`src/rtl/dffram_arbiter.sv`:
```
// Round-robin arbiter sharing one single-port, synchronous-read RAM between an
// instruction port (A) and a data port (B), with a fixed one-cycle response.
module dffram_arbiter #(
  parameter logic [31:0] BASE_ADDR = 32'h2000_0000,
  parameter int          AW        = 12
) (
  input  logic          clk_i,
  input  logic          rst_ni,
  // Port A (instruction)
  input  logic          a_req_i,
  input  logic          a_we_i,
  input  logic [3:0]    a_be_i,
  input  logic [31:0]   a_addr_i,
  input  logic [31:0]   a_wdata_i,
  output logic          a_gnt_o,
  output logic          a_rvalid_o,
  output logic [31:0]   a_rdata_o,
  output logic          a_err_o,
  // Port B (data)
  input  logic          b_req_i,
  input  logic          b_we_i,
  input  logic [3:0]    b_be_i,
  input  logic [31:0]   b_addr_i,
  input  logic [31:0]   b_wdata_i,
  output logic          b_gnt_o,
  output logic          b_rvalid_o,
  output logic [31:0]   b_rdata_o,
  output logic          b_err_o,
  // RAM side
  output logic          mem_en_o,
  output logic [3:0]    mem_we_o,
  output logic [AW-1:0] mem_a_o,
  output logic [31:0]   mem_di_o,
  input  logic [31:0]   mem_do_i
);

  // Exclusive end of the RAM window, one bit wider so the compare cannot wrap.
  localparam logic [32:0] LP_END_ADDR = {1'b0, BASE_ADDR} + (33'd1 << (AW + 2));

  logic          r_last_b;      // 1: B was granted most recently
  logic          r_rsp_valid;
  logic          r_rsp_b;
  logic          r_rsp_we;
  logic          r_rsp_err;

  logic          w_gnt_a;
  logic          w_gnt_b;
  logic          w_gnt;
  logic          w_we;
  logic [3:0]    w_be;
  logic [31:0]   w_addr;
  logic [31:0]   w_wdata;
  logic          w_valid;
  logic          w_mem_en;
  logic [AW-1:0] w_word;
  logic          w_rd_ok;

  // NOTE: the grant is gated by rst_ni so the RAM stays untouched while reset
  // is held, even though the requesters may already be asserting req.
  always_comb begin
    w_gnt_a = 1'b0;
    w_gnt_b = 1'b0;
    if (rst_ni) begin
      w_gnt_a = a_req_i && (!b_req_i || r_last_b);
      w_gnt_b = b_req_i && !w_gnt_a;
    end
  end

  assign w_gnt   = w_gnt_a || w_gnt_b;
  assign a_gnt_o = w_gnt_a;
  assign b_gnt_o = w_gnt_b;

  // Payload of the winning port; ignored downstream when nothing is granted.
  assign w_we    = w_gnt_b ? b_we_i    : a_we_i;
  assign w_be    = w_gnt_b ? b_be_i    : a_be_i;
  assign w_addr  = w_gnt_b ? b_addr_i  : a_addr_i;
  assign w_wdata = w_gnt_b ? b_wdata_i : a_wdata_i;

  assign w_valid = ({1'b0, w_addr} >= {1'b0, BASE_ADDR}) &&
                   ({1'b0, w_addr} <  LP_END_ADDR) &&
                   (w_addr[1:0] == 2'b00);

  // BASE_ADDR is word aligned, so the word index needs only the word bits.
  assign w_word   = w_addr[AW+1:2] - BASE_ADDR[AW+1:2];
  assign w_mem_en = w_gnt && w_valid;

  assign mem_en_o = w_mem_en;
  assign mem_we_o = (w_mem_en && w_we) ? w_be : 4'b0000;
  assign mem_a_o  = w_gnt ? w_word  : '0;
  assign mem_di_o = w_gnt ? w_wdata : 32'h0;

  // NOTE: all state uses non-blocking assignments so every register samples
  // the pre-edge value of its inputs, independent of statement order.
  always_ff @(posedge clk_i or negedge rst_ni) begin
    if (!rst_ni) begin
      r_last_b    <= 1'b1;
      r_rsp_valid <= 1'b0;
      r_rsp_b     <= 1'b0;
      r_rsp_we    <= 1'b0;
      r_rsp_err   <= 1'b0;
    end else begin
      r_rsp_valid <= w_gnt;
      if (w_gnt) begin
        r_last_b  <= w_gnt_b;
        r_rsp_b   <= w_gnt_b;
        r_rsp_we  <= w_we;
        r_rsp_err <= !w_valid;
      end
    end
  end

  // Read data arrives from the RAM in the response cycle; passed only for valid reads.
  assign w_rd_ok    = r_rsp_valid && !r_rsp_we && !r_rsp_err;

  assign a_rvalid_o = r_rsp_valid && !r_rsp_b;
  assign b_rvalid_o = r_rsp_valid &&  r_rsp_b;
  assign a_err_o    = a_rvalid_o && r_rsp_err;
  assign b_err_o    = b_rvalid_o && r_rsp_err;
  assign a_rdata_o  = (w_rd_ok && !r_rsp_b) ? mem_do_i : 32'h0;
  assign b_rdata_o  = (w_rd_ok &&  r_rsp_b) ? mem_do_i : 32'h0;

endmodule

```
`config.mk`:
```
export PLATFORM = sky130hd
export DESIGN_NAME = dffram_arbiter
export DESIGN_NICKNAME = d
export VERILOG_FILES = /design/src/rtl/dffram_arbiter.sv
export SDC_FILE = /design/constraint.sdc
export NUM_CORES = 1
export LEC_CHECK = 0
export CORE_AREA = 2 2 113 115
export CTS_CLUSTER_SIZE = 24
export DETAILED_ROUTE_END_ITERATION = 7
export DIE_AREA = 0 0 115 117
export PLACE_DENSITY = 0.59
export SLEW_MARGIN = 20
export SYNTH_ARGS = -nofsm -noshare
export SYNTH_HDL_FRONTEND = slang
export SYNTH_SLANG_ARGS = --single-unit
export TNS_END_PERCENT = 5
```
`constraint.sdc`:
```
create_clock -name clk_i -period 4.4 [get_ports clk_i]
set_input_delay 0.66 -clock clk_i [delete_from_list [all_inputs] [get_ports clk_i]]
set_output_delay 0.66 -clock clk_i [all_outputs]
set_load 0.01 [all_outputs]
```
==> reports/results.ini <==
[route]
drt_wl_total_mm=9.87
viasPerCell=4.19
ant_nets=0
drc_errors=0
firstDrtPassIters=4
vias=2948
avgRoutedWirePerCell_um=14.0
drt_iter0_drc=67

[worst_hold_path]
hp-start=r_last_b
worstHoldEndpoint=r_last_b
whs_path_depth=2
hold_class=register to register

[place]
dp_hpwl_mm=8.46
pre_cts_slack_ns=0.557
port-buffer-count=292
gp_congestion=0.763
place_area_um2=4590

[synth]
avgSynthCellArea_um2=5.49
synth_edf_count=0
ys_async_sr_fraction_pct=100
synth.most_common_cell=nand2_1
synthCells=268
synth_flop_cell=dfrtp_1
yosys-top-cells-count=97 x nand2_1, 67 x and2_1, 46 x a21oi_1
yosys.area.top_type=and2_1
synth_area_um2=1470
yosysTopAreaCellShare_pct=28.5
synthTopCellsByArea=and2_1 29%, nand2_1 25%, a21oi_1 16%
ys_seq_area_share_pct=8.60
synthDistinctLibCells=22
yosys_warnings=0
synth_nets=442
synth_seq_cells=5

[timing]
setup_ws_ns=0.565
setup_viol=0
rsz0062_at_grt=no
finalSetupTns_ns=0
fin_crit_sh_pct=87.1
hold_viol=0
max_freq_mhz=261
whs_ns=0.525
slew_headroom_pct=63.7
worst_pin_slew_ns=0.529
min_period_ns=3.83
skew_ns=0.00109
slew_viol_final=0

[worst_setup_path]
cpMostUsedCell=clkdlybuf4s50_1
cp_slowest_cell=clkdlybuf4s50_1
worstPathRequired_ns=3.74
critPathKind=input pin to output port
r2r_start=r_last_b
cp-end-kind=output port
reg2regPathDepth=5
worst_r2r_endpoint=r_rsp_err
critPathMaxFanout=6
crit_chain=clkdlybuf4s50_1, or4_1, or4_4, a2111oi_1, clkdlybuf4s50_1
cp-start-kind=input pin
cpPeakStageDelay_ns=0.63
r2r_setup_slack_ns=2.66
arrival_ns=3.17

[global_routing]
grt_pass1_wl_mm=13.6
use_met2_pct=25.3
grtUsageTotal_pct=12.7
use_met1_pct=13.5
first_global_vias=2663
grt_antenna_before_repair=0
globalRouteOverflowTotal=0
met3_usage_pct=2.83
grt_start_max_net_pins=46
gr-max-usage-layer=met2

[pwr]
p_per_area_nw_per_um2=124
total_power_mw=0.580
ir_worst_vdd_mv=0.0839
p_leak_nw=1.80

[outcome]
status=finished, final reports clean

[final_layout]
diodes=0
multi_input_area_um2=1280
nets=728
syn_to_final_growth_pct=218
fin_area_um2=4670
seqCellArea_um2=126
fillerInstances=1296
drive_gt1_share_pct=3.80

[die]
core_um2=12300
rows=41
initial_core_util_pct=11.9
io_pins=293
dieHeight_um=117
die_w_um=115
die-area_um2=13500

[clocking]
post-cts-setup-buffer-count=0
cts-root-buf=clkbuf_16
cts_tree=done
clk_latency_ns=0.22
numClockSinks=5
h-tree-depth=1
clkTransAtPathRegs_ns=0.03
cts_hold_buf=0
cts_resized=0
cts.path.max_buffers=2
cts_made_buffers=3

[job]
maxCapViolCount=0

[cells in the final DEF (no fill, tap or decap), drive strengths merged]
| cell type | n |
|---|---|
| nand3 | 1 |
| nor4b | 2 |
| buf | 9 |
| clkdlybuf4s50 | 292 |
| dfstp | 1 |
| a21oi | 46 |
| or4 | 4 |
| and3 | 1 |
| nand2 | 97 |
| clkbuf | 4 |
| nor4 | 6 |
| and2 | 67 |
| inv | 3 |
| nor3b | 2 |
| nor2b | 1 |
| mux2i | 5 |
| a31o | 1 |
| a2111oi | 4 |
| o21ai | 3 |
| dfrtp | 4 |
[cells by family after synthesis]
family                 after synthesis  share of synthesized area [%]
buffers and inverters               23                           5.87
DFF                                  5                           8.60
muxes                                5                           3.40
AOI/OAI and AO/OA                   54                           20.0
and+or+nand+nor                    181                           62.1
[state kept, by name, indices dropped and copies added (netlist names)]
| signal | cells |
|---|---|
| r_last_b | 1 |
| r_rsp_b | 1 |
| r_rsp_err | 1 |
| r_rsp_valid | 1 |
| r_rsp_we | 1 |
[critical path, delay by kind of cell]
family / cells / cell delay, ns
and+or+nand+nor: 2 / 1.09
AOI/OAI and AO/OA: 1 / 0.41
buffers and inverters: 2 / 1.02
[worst max path at each step]
stage	start	end
2_1_floorplan	b_addr_i[19]	mem_we_o[0]
3_3_place_gp	b_addr_i[19]	mem_we_o[2]
3_5_place_dp	b_addr_i[19]	mem_we_o[1]
4_1_cts	b_addr_i[19]	mem_we_o[2]
5_1_grt	b_addr_i[19]	mem_we_o[1]
6_report	b_addr_i[19]	mem_we_o[2]
[routing by layer]
metal	part of all wire, %	vias up
met5	0	-
met4	0.70	0
met3	9.6	4
met2	53	169
met1	37	1322
li1	-	1453
[metrics by stage]
stage | utilization (%) | std cells
2_1_floorplan | - | 268
3_3_place_gp | 37.3 | 699
3_5_place_dp | 37.3 | 699
4_1_cts | 38.0 | 703
5_1_grt | 38.0 | 703
6_report | 38.0 | 703
[report_power, final]
part	leakage [nW]	switching (mW)	total, mW	internal (mW)
logic	1.70	0.133	0.376	0.243
registers	0.0583	0.00500	0.0574	0.0524
clock network	0.0382	0.0267	0.147	0.120
[cell type report]
class,instances,share of cell area [%]
repair buffers,301,64.0
multi-input cells,240,27.4
well taps,150,4.02
flip-flops and latches,5,2.70
clock buffers,4,1.69
inverters,3,0.241
No activity file was read; power rests on OpenSTA's default activity.
